**config.mk**
```make
export PLATFORM = sky130hd
export DESIGN_NAME = visited_store
export DESIGN_NICKNAME = d
export VERILOG_FILES = /design/src/rtl/visited_store.sv
export SDC_FILE = /design/constraint.sdc
export NUM_CORES = 1
export LEC_CHECK = 0
export ABC_AREA = 1
export CORE_MARGIN = 2
export CORE_UTILIZATION = 45
export CTS_CLUSTER_SIZE = 30
export DETAILED_ROUTE_END_ITERATION = 10
export PLACE_DENSITY = 0.8
export SYNTH_ARGS = -nofsm -noshare
export SYNTH_HDL_FRONTEND = slang
export SYNTH_SLANG_ARGS = --single-unit
export TNS_END_PERCENT = 50
```
**constraint.sdc**
```tcl
create_clock -name clock -period 7 [get_ports clock]
set_clock_uncertainty 0.15 [all_clocks]
set_input_delay 1.4 -clock clock [delete_from_list [all_inputs] [get_ports clock]]
set_output_delay 1.4 -clock clock [all_outputs]
set_load 0.005 [all_outputs]
```
**src/rtl/visited_store.sv**
```systemverilog
`default_nettype none
// ============================================================================
// Module   : visited_store
// Purpose  : Per-node visited bookkeeping for the shortest-path engine.
//            Holds one predecessor ("prev") entry per node slot, a visited
//            bit per slot and a count of active nodes not yet visited.
//            Writing a slot's predecessor marks that node visited. The
//            first visit to a slot decrements the count; later visits only
//            overwrite prev.
// Ports    : reset                 - synchronous active-high reset
//            clock                 - rising-edge clock
//            set_en                - visit/write strobe
//            number_of_nodes       - active node count, captured at reset
//            index                 - node being visited
//            prev_node             - predecessor recorded for index
//            unvisited_nodes       - registered count of unvisited nodes
//            prev_vector_flattened - registered prev entries, entry j at
//                                    [INDEX_WIDTH*j +: INDEX_WIDTH]
// Revision : 1.0 - initial release
// ============================================================================

`ifndef DEFAULT_MAX_NODES
`define DEFAULT_MAX_NODES 16
`endif
`ifndef DEFAULT_INDEX_WIDTH
`define DEFAULT_INDEX_WIDTH 8
`endif
`ifndef DEFAULT_VALUE_WIDTH
`define DEFAULT_VALUE_WIDTH 16
`endif

module visited_store #(
    parameter int MAX_NODES   = `DEFAULT_MAX_NODES,
    parameter int INDEX_WIDTH = `DEFAULT_INDEX_WIDTH,
    parameter int VALUE_WIDTH = `DEFAULT_VALUE_WIDTH
) (
    input  logic                           reset,
    input  logic                           clock,
    input  logic                           set_en,
    input  logic [INDEX_WIDTH-1:0]         number_of_nodes,
    input  logic [INDEX_WIDTH-1:0]         index,
    input  logic [INDEX_WIDTH-1:0]         prev_node,
    output logic [INDEX_WIDTH-1:0]         unvisited_nodes,
    output logic [INDEX_WIDTH*MAX_NODES-1:0] prev_vector_flattened
);

    // All-ones marks a prev entry that has never been written.
    localparam logic [INDEX_WIDTH-1:0] c_UNVISITED = '1;

    // VALUE_WIDTH only keeps the parameter list aligned with the sibling
    // distance store; this empty block gives it a reference.
    if (VALUE_WIDTH > 0) begin : g_value_width_ref
    end

    logic [INDEX_WIDTH-1:0] r_prev [MAX_NODES];
    logic [MAX_NODES-1:0]   r_visited;
    logic [INDEX_WIDTH-1:0] r_unvisited;
    // Active node count frozen at reset; later changes on the input port
    // must not move the visit range until the next reset.
    logic [INDEX_WIDTH-1:0] r_num_nodes;

    logic                   w_in_range;
    logic [MAX_NODES-1:0]   w_hit;
    logic                   w_new_visit;

    assign w_in_range = (index < r_num_nodes) &&
                        ({{(32-INDEX_WIDTH){1'b0}}, index} < 32'(MAX_NODES));

    // One-hot slot select; at most one bit set since index matches one j.
    for (genvar j = 0; j < MAX_NODES; j++) begin : g_slot
        assign w_hit[j] = set_en && w_in_range && (index == INDEX_WIDTH'(j));

        always_ff @(posedge clock) begin
            if (reset) begin
                r_prev[j]    <= c_UNVISITED;
                r_visited[j] <= 1'b0;
            end else if (w_hit[j]) begin
                r_prev[j]    <= prev_node;
                r_visited[j] <= 1'b1;
            end
        end

        assign prev_vector_flattened[INDEX_WIDTH*j +: INDEX_WIDTH] = r_prev[j];
    end

    // Visited status comes from the visited bit, so a prev_node equal to the
    // unvisited marker still counts as a real visit.
    assign w_new_visit = |(w_hit & ~r_visited);

    always_ff @(posedge clock) begin
        if (reset) begin
            r_unvisited <= number_of_nodes;
            r_num_nodes <= number_of_nodes;
        end else if (w_new_visit && (r_unvisited != '0)) begin
            r_unvisited <= r_unvisited - 1'b1;
        end
    end

    assign unvisited_nodes = r_unvisited;

endmodule

`default_nettype wire

```
==> reports/summary.txt, run 1 <==
status -> complete, no violations
worst-case vdd ir drop -> 0.000145 V
overall power -> 2.12 mW
capture instance of the worst register-to-register path -> r_prev[0][50]
number of antenna violations at the first check in global routing -> 0
number of cells produced by synthesis -> 544
Critical Setup Path Class -> in -> reg
met2 track utilization from global routing -> 32.6%
clock network fraction of design power -> 42.3%
sequential fraction of the synthesis area -> 71.2%
number of violations reported at the end of detailed-routing iteration 0 -> 294
I/O pin total -> 163
Crit Reg-Reg Startpoint -> r_num_nodes[3]
count of endpoints failing hold in the final timing report -> 0
Endpoint, Worst Hold -> r_visited[15]
Mapped Nets -> 580
launch point of the worst hold path -> r_visited[15]
cell with the most instances after synthesis -> sky130_fd_sc_hd__nand2_1
cell seen most often among critical-path stages -> sky130_fd_sc_hd__nand2_1
Critical Path Sink Type -> flip-flop
GRT Util Overall -> 20.5%
wire length of the first global-routing pass -> 24.2 mm
share of total power consumed by net switching -> 21.2%
number of enable flip-flop cells after synthesis -> 144
worst-case register-to-register setup slack -> 4.32 ns
cts bufs inserted -> 17
slowest cell on the critical path -> sky130_fd_sc_hd__clkdlybuf4s50_1
actual slew at the worst max-slew pin -> 0.918 ns
clock latency of the later-clocked register in the worst-skew pair -> 0.42 ns
pwr/cell area -> 239 nW/µm²
starting density of the core -> 45.4%
relative slew slack -> 38.7%
TNS Setup -> 0 ns
share of synthesized cell area in full adder, half adder and majority cells -> 1.73%
minimum clock period -> 3.84 ns
part of the total power dissipated in sequential elements -> 50.8%
unrepaired setup endpoints after global routing -> false
Synth Area in Compound Gates -> 2.49%
busiest layer in global routing -> met2
total wire length -> 15.5 mm
standard-cell rows -> 44
setup fix buffers added after clock tree synthesis -> 0
Area growth syn-to-layout -> 35.9%
mux share of post-synthesis cell area -> 0%
GRT met1 Usage -> 26.4%
clock edge transition at the registers on the reported setup and hold paths -> 0.06 ns
hold crit path type -> reg -> reg
die boundary width -> 124 µm
maximum operating frequency -> 260 MHz
overall overflow remaining after global route -> 0
Port Buffers -> 162
cell at the root of the clock tree -> sky130_fd_sc_hd__clkbuf_16
number of global-route vias before repair -> 4534
number of diodes added for antenna fixing -> 0
DRT Pass-1 Iters -> 5
clock tree from TritonCTS -> yes
area share of the largest cell type after synthesis -> 66.3%
switching pwr -> 449 µW
Worst EP required -> 6.93 ns
Maximum Capacitance Violations -> 0
total of endpoints with negative setup slack in the final report -> 0
full die area -> 15500 µm²
number of resized instances in the post-cts repair step -> 0
proportion of register bits with asynchronous set or reset after synthesis -> 0%
count of cell types in the netlist -> 28
prevailing post-synth register cell -> sky130_fd_sc_hd__edfxtp_1
Slew Viols, Final -> 0
total of warnings raised by yosys -> 0
pin count of the biggest net entering global routing -> 37
Core Area -> 14400 µm²
final worst path period share -> 54.9%
Via Count -> 4544
H-tree depth -> 4
leakage power of the design -> 3.08 nW
share of final-layout standard cells stronger than drive strength 1 -> 10.1%
met3 Track Usage GR -> 6.19%
main combinational cell family by area after synthesis -> simple AND/OR/NAND/NOR gates
mean instance size in the synthesized netlist -> 12.0 µm²
post-detailed-route count of antenna-violating nets -> 0
number of nets in the final layout -> 744
FF-to-FF path depth -> 11
hold-fix buffer count after cts -> 0
type of element launching the critical path -> primary input
biggest area contributors in the synthesized netlist -> sky130_fd_sc_hd__edfxtp_1 66%, sky130_fd_sc_hd__nand2_1 9.8%, sky130_fd_sc_hd__dfxtp_1 4.9%
FF+latch count, synth -> 160
HPWL reported at the end of detailed placement -> 10.7 mm
Critical Path Fanout Max -> 17
Worst EP arrival -> 3.77 ns
internal portion of total power -> 1.67 mW
dominant cell type by area after synthesis -> sky130_fd_sc_hd__edfxtp_1
cell chain of the critical path -> clkdlybuf4s50_1 > ha_1 > a21oi_1 > nand2_1 > nand2_1 > nand2_1 > nand2_2 > nand2_2 > clkinv_2 > nand3_1 > nand2_1
leading cell types by count after synthesis -> 171 x sky130_fd_sc_hd__nand2_1, 144 x sky130_fd_sc_hd__edfxtp_1, 51 x sky130_fd_sc_hd__inv_1, 31 x sky130_fd_sc_hd__nor2_1, 21 x sky130_fd_sc_hd__a21oi_1
combinational group share of total power -> 6.9%
remaining routing DRC violations -> 0
largest buffer count on any clock path -> 2
worst hold path cell count -> 2
routed length per instance -> 17.2 µm
synthesized cell area -> 6530 µm²
Vert. Die Dim -> 124 µm
clock tree sinks -> 160
basic-gate share of the synthesized area counting and, or, nand and nor cells -> 19.7%
post-synthesis share of cell area spent on xor and xnor gates -> 0.403%
highest cell delay on the worst timing path -> 0.48 ns
Final Wtd Congestion -> 0.852
via density per instance -> 5.02
[how the worst max path moves through the flow]
| stage | from | endpoint | slack, ns | cells after the start |
|---|---|---|---|---|
| 5_1_grt | index[3] | r_prev[0][52] | 2.91 | 12 |
| 3_3_place_gp | index[3] | r_prev[0][49] | 2.88 | 11 |
| 3_5_place_dp | index[3] | r_prev[0][52] | 2.73 | 11 |
| 2_1_floorplan | index[3] | unvisited_nodes[0] | 3.75 | 13 |
| 6_report | index[3] | r_prev[0][50] | 3.16 | 11 |
| 4_1_cts | index[3] | r_prev[0][50] | 3.17 | 12 |
[cell families (layout without fill, tap and decap cells)]
family	after synthesis	count (layout)
compound gates	30	30
xor+xnor	3	3
fa+ha+maj	9	9
buf+inv	72	249
flops	160	160
simple gates	270	270
[per-stage QoR]
| stage | cells | utilization [%] | hold WS, ns | instance area, µm² | worst slack (ns) |
|---|---|---|---|---|---|
| floorplan | 544 | - | 0.286 | 6530 | 3.75 |
| global placement | 873 | 57.7 | 0.300 | 8290 | 2.88 |
| detailed placement | 873 | 57.7 | 0.309 | 8290 | 2.73 |
| CTS | 905 | 61.7 | 0.317 | 8870 | 3.17 |
| global route | 905 | 61.7 | 0.337 | 8870 | 2.91 |
| finish | 905 | 61.7 | 0.314 | 8870 | 3.16 |
[critical path: cells and delay by family]
kind,cells,cell delay (ns)
fa+ha+maj,1,0.34
buf+inv,2,0.78
compound gates,1,0.17
simple gates,7,1.08
[final cells by class]
class,instances,area (µm²)
repair buffers,163,1620
inverters,54,204
clock buffers,23,468
fillers,1103,5500
multi-input cells,312,1590
flip-flops and latches,160,4640
clock inverters,9,109
well taps,184,230
[power groups by stage]
stage	clock (mW)	sequential (mW)	combinational [mW]
floorplan	0	1.10	0.0579
global placement	0	1.10	0.144
detailed placement	0	1.10	0.147
CTS	0.907	1.08	0.148
global route	0.947	1.08	0.158
finish	0.899	1.08	0.146
[registers in the layout (all words and copies together) (netlist names)]
signal / cells
r_prev: 128
r_visited: 16
r_num_nodes: 8
unvisited_nodes: 8
[cells in the final DEF (no fill, tap or decap), drive strengths merged]
cell type / synthesis / routed
a21oi: 22 / 22
nor3: 9 / 9
nand4: 16 / 16
ha: 9 / 9
nand2: 192 / 192
xor2: 1 / 1
nand3: 2 / 2
o21ai: 7 / 7
clkinvlp: 0 / 3
or2: 3 / 3
dfxtp: 16 / 16
nor4: 1 / 1
nor2: 46 / 46
clkbuf: 13 / 23
bufinv: 0 / 2
xnor2: 2 / 2
inv: 53 / 54
edfxtp: 144 / 144
nand3b: 1 / 1
clkdlybuf4s50: 0 / 161
clkinv: 1 / 4
buf: 5 / 2
a31oi: 1 / 1
[routing by layer]
layer	vias to the layer above	part of all wire [%]
met1	2172	43
li1	2141	-
met5	-	0
met4	0	2.0
met2	206	49
met3	25	6.5
Power figures use the tool's default switching activity.
==> run 2, diff against run 1 <==
Clock period 7 ns to 3.88 ns, I/O delays scaled along.
==> reports/summary.txt, run 2 (synthesized netlist as in run 1, its figures left out) <==
Maximum Capacitance Violations -> 0 (unchanged)
hold crit path type -> reg -> reg (unchanged)
total wire length -> 15.5 mm (about the same)
number of antenna violations at the first check in global routing -> 0 (unchanged)
Final Wtd Congestion -> 0.872 (was 0.852)
internal portion of total power -> 2.98 mW (was 1.67 mW)
DRT Pass-1 Iters -> 5 (unchanged)
relative slew slack -> 39.0% (was 38.7%)
Setup WS pre-CTS -> 0.257 ns (was 2.73 ns)
number of nets in the final layout -> 744 (unchanged)
Core Area -> 14400 µm² (unchanged)
maximum operating frequency -> 312 MHz
Area growth syn-to-layout -> 35.6% (was 35.9%)
Port Buffers -> 162 (unchanged)
Largest regs -> r_prev: 128 flops, r_visited: 16 flops (unchanged)
max reg flops -> 128 (unchanged)
overall overflow remaining after global route -> 0 (unchanged)
routed length per instance -> 17.1 µm (was 17.2 µm)
TNS Setup -> 0 ns (unchanged)
die boundary width -> 124 µm (unchanged)
pwr/cell area -> 430 nW/µm² (was 239 nW/µm²)
count of endpoints failing hold in the final timing report -> 0 (unchanged)
share of final-layout standard cells stronger than drive strength 1 -> 10.1% (unchanged)
status -> complete, no violations (unchanged)
number of global-route vias before repair -> 4487 (was 4534)
register name with the most flops -> r_prev (unchanged)
smallest setup slack after layout -> 0.679 ns (was 3.16 ns)
HPWL reported at the end of detailed placement -> 10.6 mm (was 10.7 mm)
actual slew at the worst max-slew pin -> 0.914 ns (was 0.918 ns)
worst hold slack across all endpoints -> 0.311 ns (was 0.314 ns)
pin count of the biggest net entering global routing -> 53 (was 37)
switching pwr -> 817 µW (was 449 µW)
Critical Path Fanout Max -> 17 (unchanged)
via density per instance -> 5.01 (was 5.02)
starting density of the core -> 45.4% (unchanged)
total of endpoints with negative setup slack in the final report -> 0 (unchanged)
clock edge transition at the registers on the reported setup and hold paths -> 0.06 ns (about the same)
worst-case register-to-register setup slack -> 1.19 ns (was 4.32 ns)
leakage power of the design -> 3.07 nW (was 3.08 nW)
commonest non-fill, non-tap cell in the layout -> sky130_fd_sc_hd__nand2_1 (unchanged)
number of diodes added for antenna fixing -> 0 (unchanged)
Critical Path Sink Type -> flip-flop (unchanged)
Via Count -> 4533 (was 4544)
share of total power consumed by net switching -> 21.5% (was 21.2%)
number of violations reported at the end of detailed-routing iteration 0 -> 330 (was 294)
minimum clock period -> 3.20 ns
standard-cell rows -> 44 (unchanged)
cts bufs inserted -> 17 (unchanged)
Vert. Die Dim -> 124 µm (unchanged)
Critical Setup Path Class -> in -> reg (unchanged)
Worst EP arrival -> 3.19 ns (was 3.77 ns)
Slew Viols, Final -> 0 (unchanged)
worst-case vdd ir drop -> 0.000289 V (was 0.000145 V)
clock network fraction of design power -> 41.9% (was 42.3%)
clock tree from TritonCTS -> yes (unchanged)
wire length of the first global-routing pass -> 24.5 mm (was 24.2 mm)
GRT Util Overall -> 20.6% (was 20.5%)
part of the total power dissipated in sequential elements -> 51.1% (was 50.8%)
final worst path period share -> 82.5%
number of resized instances in the post-cts repair step -> 0 (unchanged)
largest buffer count on any clock path -> 2 (unchanged)
H-tree depth -> 4 (unchanged)
full die area -> 15500 µm² (unchanged)
I/O pin total -> 163 (unchanged)
clock tree sinks -> 160 (unchanged)
Placed Instance Area -> 8290 µm² (unchanged)
unrepaired setup endpoints after global routing -> false (unchanged)
setup fix buffers added after clock tree synthesis -> 0 (unchanged)
Final Instance Area -> 8850 µm² (was 8870 µm²)
combinational group share of total power -> 6.9% (about the same)
hold-fix buffer count after cts -> 0 (unchanged)
post-detailed-route count of antenna-violating nets -> 0 (unchanged)
most frequent cells in the layout -> 171 x sky130_fd_sc_hd__nand2_1, 161 x sky130_fd_sc_hd__clkdlybuf4s50_1, 144 x sky130_fd_sc_hd__edfxtp_1 (unchanged)
clock latency of the later-clocked register in the worst-skew pair -> 0.41 ns (was 0.42 ns)
type of element launching the critical path -> primary input (unchanged)
cell at the root of the clock tree -> sky130_fd_sc_hd__clkbuf_16 (unchanged)
Worst EP required -> 3.87 ns (was 6.93 ns)
remaining routing DRC violations -> 0 (unchanged)
run 2: changes by cell type in the layout (fill, tap and decap cells not counted), sizes merged:
cell / before / now
clkinv: 4 / 6
clkbuf: 23 / 22
clkinvlp: 3 / 2
run 2: final timing paths:
| path | from | endpoint | depth (start not counted) |
|---|---|---|---|
| min reg2reg | r_visited[10] | r_visited[10] | 2 |
| max reg2reg | r_num_nodes[3] | r_prev[0][51] | 12 |
| max | index[1] | r_prev[0][51] | 14 |
| min | r_visited[10] | r_visited[10] | 2 |
run 2: final cells by class:
class / instances / area, µm²
clock inverters: 10 / 113
clock buffers: 22 / 444
inverters: 54 / 204
multi-input cells: 312 / 1590
well taps: 184 / 230
fillers: 1135 / 5520
repair buffers: 163 / 1620
flip-flops and latches: 160 / 4640
run 2: layer usage:
layer | routed length [µm] | vias to the layer above | GRT usage [%] | share of wire [%]
li1 | - | 2144 | - | -
met1 | 6240 | 2178 | 25.8 | 40
met2 | 7850 | 185 | 34.4 | 51
met3 | 1020 | 26 | 5.71 | 6.6
met4 | 344 | 0 | 7.20 | 2.2
met5 | 0 | - | 0 | 0
run 2: critical path: stages:
cell,delay (ns)
sky130_fd_sc_hd__clkdlybuf4s50_1,0.48
sky130_fd_sc_hd__ha_1,0.33
sky130_fd_sc_hd__nand2_1,0.07
sky130_fd_sc_hd__nand2_1,0.05
sky130_fd_sc_hd__nand2_1,0.05
sky130_fd_sc_hd__nand2_1,0.05
sky130_fd_sc_hd__nand2_1,0.06
sky130_fd_sc_hd__nand2_1,0.05
sky130_fd_sc_hd__nand2_2,0.24
sky130_fd_sc_hd__nand2_2,0.13
sky130_fd_sc_hd__clkinv_2,0.29
sky130_fd_sc_hd__nand3_1,0.20
sky130_fd_sc_hd__nor2_2,0.29
sky130_fd_sc_hd__nand2_1,0.10
run 2: power groups by stage:
stage | clock (mW) | sequential (mW) | combinational, mW
after floorplan | 0 | 1.98 | 0.104
after global placement | 0 | 1.98 | 0.258
after detailed placement | 0 | 1.98 | 0.265
after CTS | 1.61 | 1.94 | 0.267
after global routing | 1.69 | 1.95 | 0.287
final | 1.59 | 1.94 | 0.263
run 2: stage by stage:
step | power, mW | util, % | cells
floorplan | 2.09 | - | 544
global placement | 2.24 | 57.7 | 873
detailed placement | 2.25 | 57.7 | 873
CTS | 3.82 | 61.6 | 905
global route | 3.93 | 61.6 | 905
finish | 3.80 | 61.6 | 905
